`src/rtl/uart_tx_queue_if.sv`:
```
// Bundled LSU push/status and uart transmit signals for the UART transmit queue.
// master = core/uart side, slave = the queue itself.
interface uart_tx_queue_if;
  logic        wr_en;
  logic [7:0]  wr_data;
  logic        flush;
  logic        clr_err;
  logic        uart_is_transmitting;
  logic        uart_transmit;
  logic [7:0]  uart_tx_byte;
  logic [31:0] status;
  logic        full;
  logic        empty;
  logic [1:0]  dbg_state;

  // Handshake: a byte is taken on every clock where wr_en=1 (no ready; a
  // refused byte sets the sticky overflow flag). uart_transmit is a one-cycle
  // start pulse, acknowledged by uart_is_transmitting rising, and the frame
  // is complete when uart_is_transmitting falls.
  modport master (
    output wr_en, wr_data, flush, clr_err, uart_is_transmitting,
    input  uart_transmit, uart_tx_byte, status, full, empty, dbg_state
  );

  modport slave (
    input  wr_en, wr_data, flush, clr_err, uart_is_transmitting,
    output uart_transmit, uart_tx_byte, status, full, empty, dbg_state
  );
endinterface

```
`src/rtl/uart_tx_queue.sv`:
```
// UART transmit FIFO + sequencer feeding the uart transmit/tx_byte inputs.
// Define MINION_TX_CRLF_EN to expand each 0x0A into the pair 0x0D,0x0A.
module uart_tx_queue #(
  parameter int DEPTH         = 16,
  parameter int PTR_W         = 4,
  parameter int START_TIMEOUT = 15
) (
  input  logic            msoc_clk,
  input  logic            rstn,
  uart_tx_queue_if.slave  bus
);

  localparam int TMR_W = $clog2(START_TIMEOUT + 1);

  typedef enum logic [1:0] {
    IDLE  = 2'd0,
    START = 2'd1,
    BUSY  = 2'd2
  } state_e;

  state_e           state_q;
  logic [7:0]       mem_q [DEPTH];
  logic [PTR_W-1:0] wr_ptr_q, wr_ptr_d;
  logic [PTR_W-1:0] rd_ptr_q, rd_ptr_d;
  logic [PTR_W:0]   count_q, count_d;
  logic             overflow_q, overflow_d;
  logic             timeout_err_q, timeout_err_d;
  logic             transmit_q;
  logic [7:0]       tx_byte_q;
  logic [TMR_W-1:0] timer_q;

  logic       is_empty, is_full, busy;
  logic       launch, send_cr, pop, push, drop, timeout_evt;
  logic [7:0] head;

`ifdef MINION_TX_CRLF_EN
  logic crlf_pend_q;
`endif

  assign head     = mem_q[rd_ptr_q];
  assign is_empty = (count_q == '0);
  assign is_full  = (count_q == (PTR_W+1)'(DEPTH));
  assign busy     = (state_q != IDLE) || bus.uart_is_transmitting;

  // A flush cycle launches nothing, so the discarded head is never sent.
  assign launch = (state_q == IDLE) && !is_empty && !bus.uart_is_transmitting && !bus.flush;

`ifdef MINION_TX_CRLF_EN
  // The LF stays at the head while its CR goes out first.
  assign send_cr = (head == 8'h0A) && !crlf_pend_q;
`else
  assign send_cr = 1'b0;
`endif

  assign pop         = launch && !send_cr;
  assign push        = bus.wr_en && !bus.flush && (!is_full || pop);
  assign drop        = bus.wr_en && !bus.flush && is_full && !pop;
  assign timeout_evt = (state_q == START) && !bus.uart_is_transmitting &&
                       (timer_q == TMR_W'(START_TIMEOUT - 1));

  always_comb begin
    wr_ptr_d      = wr_ptr_q;
    rd_ptr_d      = rd_ptr_q;
    count_d       = count_q;
    overflow_d    = drop || (overflow_q && !bus.clr_err);
    timeout_err_d = timeout_evt || (timeout_err_q && !bus.clr_err);
    if (bus.flush) begin
      rd_ptr_d = wr_ptr_q;
      count_d  = '0;
    end else begin
      if (push) wr_ptr_d = wr_ptr_q + PTR_W'(1);
      if (pop)  rd_ptr_d = rd_ptr_q + PTR_W'(1);
      case ({push, pop})
        2'b10:   count_d = count_q + (PTR_W+1)'(1);
        2'b01:   count_d = count_q - (PTR_W+1)'(1);
        default: count_d = count_q;
      endcase
    end
  end

  // Storage needs no reset; only entries between the pointers are ever read.
  always_ff @(posedge msoc_clk) begin
    if (push) mem_q[wr_ptr_q] <= bus.wr_data;
  end

  always_ff @(posedge msoc_clk or negedge rstn) begin
    if (!rstn) begin
      state_q       <= IDLE;
      transmit_q    <= 1'b0;
      tx_byte_q     <= 8'h00;
      timer_q       <= '0;
      wr_ptr_q      <= '0;
      rd_ptr_q      <= '0;
      count_q       <= '0;
      overflow_q    <= 1'b0;
      timeout_err_q <= 1'b0;
`ifdef MINION_TX_CRLF_EN
      crlf_pend_q   <= 1'b0;
`endif
    end else begin
      wr_ptr_q      <= wr_ptr_d;
      rd_ptr_q      <= rd_ptr_d;
      count_q       <= count_d;
      overflow_q    <= overflow_d;
      timeout_err_q <= timeout_err_d;
      transmit_q    <= 1'b0;
      case (state_q)
        IDLE: begin
          if (launch) begin
            tx_byte_q  <= send_cr ? 8'h0D : head;
            transmit_q <= 1'b1;
            timer_q    <= '0;
            state_q    <= START;
          end
        end
        START: begin
          if (bus.uart_is_transmitting) begin
            state_q <= BUSY;
          end else if (timeout_evt) begin
            state_q <= IDLE;
          end else begin
            timer_q <= timer_q + TMR_W'(1);
          end
        end
        BUSY: begin
          if (!bus.uart_is_transmitting) state_q <= IDLE;
        end
        default: state_q <= IDLE;
      endcase
`ifdef MINION_TX_CRLF_EN
      if (bus.flush)   crlf_pend_q <= 1'b0;
      else if (launch) crlf_pend_q <= send_cr;
`endif
    end
  end

  assign bus.uart_transmit = transmit_q;
  assign bus.uart_tx_byte  = tx_byte_q;
  assign bus.full          = is_full;
  assign bus.empty         = is_empty;
  assign bus.dbg_state     = state_q;
  assign bus.status        = {16'h0000, 8'(count_q), overflow_q, timeout_err_q,
                              busy, is_full, is_empty, 3'b000};

endmodule

```
`src/flat_wrapper.sv`:
```
// flat-port wrapper written by rule: the top's interface ports become plain ports
module uart_tx_queue_flat 
#(
  parameter int DEPTH         = 16,
  parameter int PTR_W         = 4,
  parameter int START_TIMEOUT = 15
)
  (msoc_clk, rstn, bus_wr_en, bus_wr_data, bus_flush, bus_clr_err, bus_uart_is_transmitting, bus_uart_transmit, bus_uart_tx_byte, bus_status, bus_full, bus_empty, bus_dbg_state);
  uart_tx_queue_if bus_i ();
  input  logic msoc_clk;
  input  logic rstn;
  input wire logic [$bits(bus_i.wr_en)-1:0] bus_wr_en;
  input wire logic [$bits(bus_i.wr_data)-1:0] bus_wr_data;
  input wire logic [$bits(bus_i.flush)-1:0] bus_flush;
  input wire logic [$bits(bus_i.clr_err)-1:0] bus_clr_err;
  input wire logic [$bits(bus_i.uart_is_transmitting)-1:0] bus_uart_is_transmitting;
  output wire logic [$bits(bus_i.uart_transmit)-1:0] bus_uart_transmit;
  output wire logic [$bits(bus_i.uart_tx_byte)-1:0] bus_uart_tx_byte;
  output wire logic [$bits(bus_i.status)-1:0] bus_status;
  output wire logic [$bits(bus_i.full)-1:0] bus_full;
  output wire logic [$bits(bus_i.empty)-1:0] bus_empty;
  output wire logic [$bits(bus_i.dbg_state)-1:0] bus_dbg_state;
  assign bus_i.wr_en = bus_wr_en;
  assign bus_i.wr_data = bus_wr_data;
  assign bus_i.flush = bus_flush;
  assign bus_i.clr_err = bus_clr_err;
  assign bus_i.uart_is_transmitting = bus_uart_is_transmitting;
  assign bus_uart_transmit = bus_i.uart_transmit;
  assign bus_uart_tx_byte = bus_i.uart_tx_byte;
  assign bus_status = bus_i.status;
  assign bus_full = bus_i.full;
  assign bus_empty = bus_i.empty;
  assign bus_dbg_state = bus_i.dbg_state;
  uart_tx_queue #(.DEPTH(DEPTH), .PTR_W(PTR_W), .START_TIMEOUT(START_TIMEOUT)) u_core (.msoc_clk(msoc_clk), .rstn(rstn), .bus(bus_i));
endmodule
```
`config.mk`:
```
export PLATFORM = sky130hd
export DESIGN_NAME = uart_tx_queue_flat
export DESIGN_NICKNAME = d
export VERILOG_FILES = /design/src/rtl/uart_tx_queue_if.sv /design/src/rtl/uart_tx_queue.sv /design/src/flat_wrapper.sv
export SDC_FILE = /design/constraint.sdc
export NUM_CORES = 1
export LEC_CHECK = 0
export ABC_AREA = 1
export CAP_MARGIN = 0
export CORE_MARGIN = 3
export CORE_UTILIZATION = 50
export DETAILED_ROUTE_END_ITERATION = 16
export PLACE_DENSITY = 0.7
export SYNTH_ARGS = -nofsm -noshare
export SYNTH_HDL_FRONTEND = slang
export SYNTH_SLANG_ARGS = --single-unit
```
`constraint.sdc`:
```
create_clock -name msoc_clk -period 2.95 [get_ports msoc_clk]
set_clock_uncertainty 0.1 [all_clocks]
set_input_delay 0.59 -clock msoc_clk [delete_from_list [all_inputs] [get_ports msoc_clk]]
set_output_delay 0.59 -clock msoc_clk [all_outputs]
set_load 0.01 [all_outputs]
```
== After elaboration in Yosys (flattened, before gate mapping) ==
Memories as Yosys holds them, arrays and structs flattened. A register that Yosys moved wholly into a read port is not among the register bits.
Index checks and enable logic that the tools add are counted.

* Register bits: 22
* Memory bits (writable): 128
* Bits of input ports: 14
* Output and inout port bits: 45
* Word-level logic and storage cells: 75
* Memories: 1

* $add $sub $neg: 5
* Equal/unequal tests: 11
* Multiplexer cells: 17
* Bitwise logic cells: 1
* Reduce and logical (&&, ||, !) cells: 32

{| class="wikitable"
|+ Memory list
! name !! depth !! bits a word !! read ports !! clocked after memory_dff !! write ports !! line !! source
|-
| u_core.mem_q || 16 || 8 || 1 || 1 || 1 || uart_tx_queue.sv:22 || <nowiki>logic [7:0] mem_q [DEPTH];</nowiki>
|}

{| class="wikitable"
|+ Operators by type and width
! operator !! number
|-
| $mux W4 || 5
|-
| $add A4 B1 Y4 const B || 3
|-
| $logic_and A1 B1 Y1 || 11
|-
| $pmux W5 S2 || 1
|-
| $mux W2 || 4
|-
| $pmux W4 S2 || 1
|-
| $logic_not A1 Y1 || 7
|-
| $ne A2 B2 Y1 const B || 3
|-
| $pmux W2 S3 || 1
|-
| $reduce_bool A2 Y1 || 3
|-
| $add A5 B1 Y5 const B || 1
|-
| $eq A5 B5 Y1 const B || 1
|-
| $logic_not A5 Y1 || 1
|-
| $mux W5 || 1
|-
| $sub A5 B1 Y5 const B || 1
|-
| $eq A2 B1 Y1 const B || 2
|-
| $eq A2 B2 Y1 const B || 2
|-
| $eq A4 B4 Y1 const B || 1
|-
| $logic_or A1 B1 Y1 || 4
|-
| $mux W1 || 4
|-
| $reduce_and A2 Y1 || 2
|-
| $reduce_and A4 Y1 || 1
|-
| $ne A3 B2 Y1 const B || 1
|-
| $reduce_and A3 Y1 || 1
|-
| other kinds (4) || 4
|}

== Depth between registers and ports, before layout ==
Gate-level depths: netlist of run 1.

* Depth after elaboration: 10
* Depth in mapped cells: 15
* Mapped depth without buffers: 15

== Worst setup path before layout of run 1 ==
Ideal clock, no wire load.

* Path type: input to register
* Start point: input port bus_flush
* End point: register u_core.count_q[4]
* Setup time: 0.117 ns
* Data arrival time: 1.927 ns
* Data required time: 2.733 ns
* Path slack: 0.806 ns
* Cell stages on the path: 14
* Path buffers: 1
* Path through: inv_1 -> buf_2 -> nand4_1 -> fa_1 -> inv_1 -> nand3_1 -> nand2_1 -> nand2_1 -> nand2_1 -> inv_1 -> nand2_1 -> nand2_1 -> nand3_1 -> nand2_1

* Longest elaborated chain between the ends: 7
* Elaborated cells on any way between the ends: 10
* Classes of those cells: eq/ne: 2; mux: 2; reduce/logical: 6

{| class="wikitable"
|+ Ends and longest elaborated chain
! item !! line !! source
|-
| start: declaration || flat_wrapper.sv:14 || <nowiki>input wire logic [$bits(bus_i.flush)-1:0] bus_flush;</nowiki>
|-
| $logic_not A1 Y1 || uart_tx_queue.sv:46, uart_tx_queue.sv:56 ||
|-
| $logic_and A1 B1 Y1 || uart_tx_queue.sv:46 || <nowiki>assign launch = (state_q == IDLE) && !is_empty && !bus.uart_is_transmitting && !bus.flush;</nowiki>
|-
| $logic_or A1 B1 Y1 || uart_tx_queue.sv:56 || <nowiki>assign push = bus.wr_en && !bus.flush && (!is_full || pop);</nowiki>
|-
| $logic_and A1 B1 Y1 || uart_tx_queue.sv:56 ||
|-
| $eq A2 B1 Y1 or $eq A2 B2 Y1 (tied branches) || uart_tx_queue.sv:73 || <nowiki>case ({push, pop})</nowiki>
|-
| $pmux W5 S2 || uart_tx_queue.sv:73 ||
|-
| $mux W5 || uart_tx_queue.sv:67 || <nowiki>if (bus.flush) begin</nowiki>
|-
| end signal: assignment || uart_tx_queue.sv:103 || <nowiki>count_q <= count_d;</nowiki>
|-
| end: declaration || uart_tx_queue.sv:25 || <nowiki>logic [PTR_W:0] count_q, count_d;</nowiki>
|}

Parallel ways exist; a longest one is shown, timed or not.
A chain may end at the register's enable or synchronous reset.

== Final worst setup path of run 1 ==
* Start point: register u_core.count_q[1]
* End point: output port bus_full

* Longest elaborated chain between the ends: 1

{| class="wikitable"
|+ Ends and longest elaborated chain
! item !! line !! source
|-
| $eq A5 B5 Y1 || uart_tx_queue.sv:42 || <nowiki>assign is_full = (count_q == (PTR_W+1)'(DEPTH));</nowiki>
|-
| end: declaration || flat_wrapper.sv:20 || <nowiki>output wire logic [$bits(bus_i.full)-1:0] bus_full;</nowiki>
|}

Every way passes these cells.

==> results of run 1 <==
[cell families (layout without fill, tap and decap cells)]
| kind of cell | after synthesis | in the layout |
|---|---|---|
| other | 1 | 22 |
| DFF | 158 | 158 |
| and+or+nand+nor | 328 | 328 |
| adders and majority gates | 11 | 11 |
| xor gates and xnor gates | 6 | 6 |
| buffers and inverters | 84 | 121 |
| AOI/OAI and AO/OA | 65 | 65 |
[where the power goes]
| group | internal, uW | switching (uW) |
|---|---|---|
| combinational | 873 | 1570 |
| clock | 1160 | 859 |
| sequential | 2660 | 233 |
| total | 4690 | 2670 |
[routing by layer]
metal,up-vias,GRT usage
li1,2256,-
met1,2292,0.294
met2,232,0.320
met3,29,0.0553
met4,0,0.0845
met5,-,0
[through the flow]
step / hold WS (ps) / area (um^2) / std cells
after floorplan: 194 / 7080 / 674
after global placement: 364 / 7470 / 856
after detailed placement: 368 / 7470 / 856
after CTS: 384 / 8010 / 887
after global routing: 397 / 8010 / 887
final: 376 / 8010 / 887
[tightest hold or removal path: cells and delay by family (launching register included)]
family,cells,cell delay (ps)
DFF,1,340
and+or+nand+nor,2,100
[final cells by class]
type,count,area (um^2)
fillers,1085,5440
flip-flops and latches,158,4600
multi-input cells,432,2000
repair buffers,60,541
clock buffers,18,429
well taps,176,220
inverters,30,118
clock inverters,13,113
[worst max path at each step]
stage                                         from           endpoint  slack [ps]  depth (start not counted)
final                            u_core.count_q[1]           bus_full         400                          4
after global routing             u_core.count_q[1]           bus_full         250                          4
after detailed placement  bus_uart_is_transmitting  u_core.count_q[4]         100                         13
after floorplan                          bus_flush  u_core.count_q[4]         810                         14
after CTS                        u_core.count_q[1]           bus_full         370                          4
after global placement    bus_uart_is_transmitting  u_core.count_q[4]         260                         13
[state kept, by name, summed over array words and instances (netlist names)]
| signal | flops |
|---|---|
| u_core.bus.dbg_state | 2 |
| u_core.bus.uart_transmit | 1 |
| u_core.bus.uart_tx_byte | 8 |
| u_core.count_q | 5 |
| u_core.mem_q | 128 |
| u_core.overflow_q | 1 |
| u_core.rd_ptr_q | 4 |
| u_core.timeout_err_q | 1 |
| u_core.timer_q | 4 |
| u_core.wr_ptr_q | 4 |
[synth_stat cells (all sizes together)]
master  instances  area [um^2]
nand2         139          547
edfxtp        128         3840
nor2          121          462
nand3          66          348
o21ai          53          265
buf            50          353
dfrtp          30          751
inv            30          118
ha             10          125
a21oi           5         25.0
clkbuf          4         20.0
o221ai          4         35.0
xor2            4         35.0
nand4           2         12.5
o22ai           2         12.5
xnor2           2         17.5
conb            1         3.75
fa              1         20.0
o32ai           1         8.76
==> results.json, run 1 <==
{
  "status": "complete, no violations",
  "grt.total_usage": 0.212,
  "rsz0062_at_grt": "false",
  "synth_top_family_by_area": "simple AND/OR/NAND/NOR gates",
  "final_common_cell": "nand2_1",
  "tightest_slew_ps": 850,
  "path_clk_slew_ps": 60,
  "place_ws_ps": 105,
  "grt_max_degree": 44,
  "cts_root_buffer": "clkbuf_16",
  "slowest_stage": "clkdlybuf4s50_1",
  "drv_slew": 0,
  "min_period_ps": 2550,
  "hold_viol": 0,
  "r2r_slack_ps": 640,
  "timing.rr.start": "u_core.bus.dbg_state[0]",
  "grt-ovfl-total": 0,
  "cts_buffer_depth": 2,
  "insertedDiodeCount": 0,
  "setup_viol": 0,
  "hold_depth": 2,
  "path_max_fanout": 4,
  "arrival_ps": 1860,
  "wl_met2_um": 7390,
  "critPathCaptureType": "primary output",
  "post_drt_wl_per_cell_um": 17.8,
  "initial_utilization": 0.520,
  "synth_mux_area_frac": 0,
  "met1_length_um": 6780,
  "post_cts_buffers": 0,
  "synth_cell_types": 29,
  "yosysWarnings": 0,
  "fmax_mhz": 392,
  "routed_wirelength_um": 15800,
  "fin_util": 0.596,
  "ys_seq_area_frac": 0.656,
  "ir_drop_uv": 478,
  "grt_pass1_wl_um": 25300,
  "detail_route.iter0.violations": 578,
  "dieArea_um2": 15500,
  "drc": 0,
  "viasPerCell": 5.42,
  "cts_tree": "yes",
  "period_share": 0.865,
  "area_growth_pct": 14.4,
  "drive_gt1_frac": 0.0999,
  "r2r-end": "u_core.count_q[4]",
  "fin_total_pwr_uw": 7350,
  "finalNetCount": 724,
  "place_congestion": 0.967,
  "synth_area_um2": 7000,
  "core_area_um2": 13500,
  "timing.final.ws_setup_ps": 400,
  "worstPathRequired_ps": 2260,
  "final_antenna_net_count": 0,
  "die_w_um": 124,
  "final_cell_mix": "nand2_1 (131), edfxtp_1 (128), nor2_1 (120), nand3_1 (64), o21ai_0 (38)",
  "drv_cap": 0,
  "hold_path.startpoint": "u_core.bus.uart_tx_byte[4]",
  "postSynthAreaPerCell_um2": 10.7,
  "reg2reg_depth": 14,
  "cts_buffers": 17,
  "synth_adder_area_share": 0.0207,
  "top_layer": "met4",
  "wl_met3_um": 1310,
  "cts_resized": 0,
  "p_leak_uw": 0.00318,
  "die_h_um": 124,
  "htreeDepth": 4,
  "clk_latency_ps": 420,
  "postCtsHoldBufs": 0,
  "tns_ps": 0,
  "yosys.area_share.simple": 0.195,
  "io-pin-count": 59,
  "netlist_instances": 653,
  "hp-class": "reg -> reg",
  "port_buffers": 36,
  "crit_type": "reg -> out",
  "antenna_found_initial": 0,
  "row_count": 42,
  "max_stage_delay_ps": 550,
  "crit_buf_inv": 2,
  "grt_pass1_vias": 4699,
  "path_cells": "nor2_1, nand3_1, inv_1, clkdlybuf4s50_1",
  "ys_seq_elements": 158,
  "synth_xor_area_frac": 0.00751,
  "max_slew_margin": 0.431,
  "synth_compound_area_frac": 0.0495,
  "power_density_nw_per_um2": 918,
  "cts_sinks": 158,
  "dr.pass1.iters": 7,
  "critical-path-top-delay-family": "buffers and inverters",
  "min_to": "u_core.bus.uart_tx_byte[4]",
  "start_kind": "flop",
  "num_vias": 4809,
  "hpwlAfterDp_um": 10200
}
(Power assumes the default switching activity.)
==> run 2: changes to the inputs <==
CORE_MARGIN = 5   (was 3)
==> results.json, run 2 (synthesis results as in run 1) <==
{
  "status": "complete, no violations",
  "grt_max_degree": 69,
  "post_drt_wl_per_cell_um": 17.1,
  "drv_cap": 0,
  "ir_drop_uv": 635,
  "grt_pass1_vias": 4664,
  "top_layer": "met4",
  "stdcell_count": 892,
  "reg2reg_depth": 15,
  "tightest_slew_ps": 801,
  "met1_length_um": 6520,
  "io-pin-count": 59,
  "largest_reg_flops": 128,
  "post_cts_buffers": 0,
  "place_congestion": 0.820,
  "postCtsHoldBufs": 0,
  "max_slew_margin": 0.464,
  "power_density_nw_per_um2": 925,
  "cts_resized": 0,
  "area_growth_pct": 15.0,
  "drc": 0,
  "start_kind": "flop",
  "insertedDiodeCount": 0,
  "rsz0062_at_grt": "false",
  "grt.total_usage": 0.196,
  "die_h_um": 128,
  "wl_met3_um": 934,
  "p_leak_uw": 0.00319,
  "critPathCaptureType": "primary output",
  "row_count": 43,
  "min_period_ps": 2530,
  "clk_latency_ps": 430,
  "die_w_um": 128,
  "fill_cells": 1127,
  "worstPathRequired_ps": 2260,
  "detail_route.iter0.violations": 387,
  "finalNetCount": 724,
  "min_to": "u_core.bus.uart_tx_byte[7]",
  "hp-class": "reg -> reg",
  "fin_util": 0.582,
  "final_cell_mix": "nand2_1 (131), edfxtp_1 (128), nor2_1 (120), nand3_1 (64), o21ai_0 (38)",
  "antenna_found_initial": 0,
  "viasPerCell": 5.30,
  "final_common_cell": "nand2_1",
  "cts_buffers": 17,
  "routed_wirelength_um": 15300,
  "dr.pass1.iters": 5,
  "period_share": 0.857,
  "fmax_mhz": 395,
  "arrival_ps": 1840,
  "drive_gt1_frac": 0.0969,
  "grt-ovfl-total": 0,
  "crit_type": "reg -> out",
  "timing.rr.start": "u_core.bus.dbg_state[0]",
  "hold_depth": 2,
  "cts_root_buffer": "clkbuf_16",
  "dp_cells": 860,
  "path_max_fanout": 4,
  "num_vias": 4731,
  "hold_viol": 0,
  "cts_tree": "yes",
  "final_antenna_net_count": 0,
  "wl_met2_um": 7510,
  "core_area_um2": 13800,
  "htreeDepth": 4,
  "cts_buffer_depth": 2,
  "initial_utilization": 0.506,
  "port_buffers": 36,
  "r2r-end": "u_core.count_q[4]",
  "tns_ps": 0,
  "hpwlAfterDp_um": 9790,
  "setup_viol": 0,
  "seqCellArea_um2": 4600,
  "multi_input_area_um2": 2000,
  "drv_slew": 0,
  "regMostFlops": "u_core.mem_q",
  "path_clk_slew_ps": 60,
  "hold_path.startpoint": "u_core.bus.uart_tx_byte[7]",
  "dieArea_um2": 16500,
  "r2r_slack_ps": 650,
  "grt_pass1_wl_um": 24500,
  "cts_sinks": 158
}
[run 2: cell count changes in the layout (fill, tap and decap cells not counted), sizes merged]
cell | previous run | this run
inv | 35 | 31
bufinv | 1 | 3
clkinv | 5 | 7
clkbuf | 18 | 19
[run 2: metrics by stage]
| step | hold slack [ps] | power (uW) | area [um^2] | setup WS [ps] |
|---|---|---|---|---|
| 2_1_floorplan | 194 | 4610 | 7080 | 806 |
| 3_3_place_gp | 362 | 5260 | 7470 | 276 |
| 3_5_place_dp | 374 | 5340 | 7470 | 148 |
| 4_1_cts | 390 | 7500 | 8050 | 407 |
| 5_1_grt | 421 | 7910 | 8050 | 318 |
| 6_report | 382 | 7450 | 8050 | 421 |
[run 2: how the worst max path moves through the flow]
| stage | start | endpoint | slack [ps] |
|---|---|---|---|
| finish | u_core.count_q[0] | bus_full | 420 |
| global route | u_core.count_q[0] | bus_status[4] | 320 |
| CTS | u_core.count_q[0] | bus_full | 410 |
| detailed placement | bus_uart_is_transmitting | u_core.count_q[4] | 150 |
| global placement | bus_uart_is_transmitting | u_core.count_q[4] | 280 |
| floorplan | bus_flush | u_core.count_q[4] | 810 |
[run 2: area by class of cell]
class,instances,share of cell area
clock buffer,19,0.0538
timing repair buffer,60,0.0671
clock inverter,13,0.0180
multi-input combinational,432,0.248
inverter,30,0.0146
tap,180,0.0280
sequential,158,0.571
[run 2: report_power, final]
| part | total [uW] | switching, uW | internal, uW |
|---|---|---|---|
| Clock | 2150 | 839 | 1320 |
| Combinational | 2480 | 1610 | 872 |
| Sequential | 2820 | 161 | 2660 |
| Total | 7450 | 2610 | 4850 |
[run 2: layer usage]
metal | up-vias | GRT usage
met5 | - | 0
met4 | 0 | 0.0743
met3 | 22 | 0.0490
met2 | 157 | 0.317
met1 | 2303 | 0.257
li1 | 2249 | -
[run 2: worst max-delay path, stage by stage (launching register included)]
cell             delay [ps]
dfrtp_1                 420
nor2_1                  190
nand3_1                 140
inv_1                   130
clkdlybuf4s50_1         550
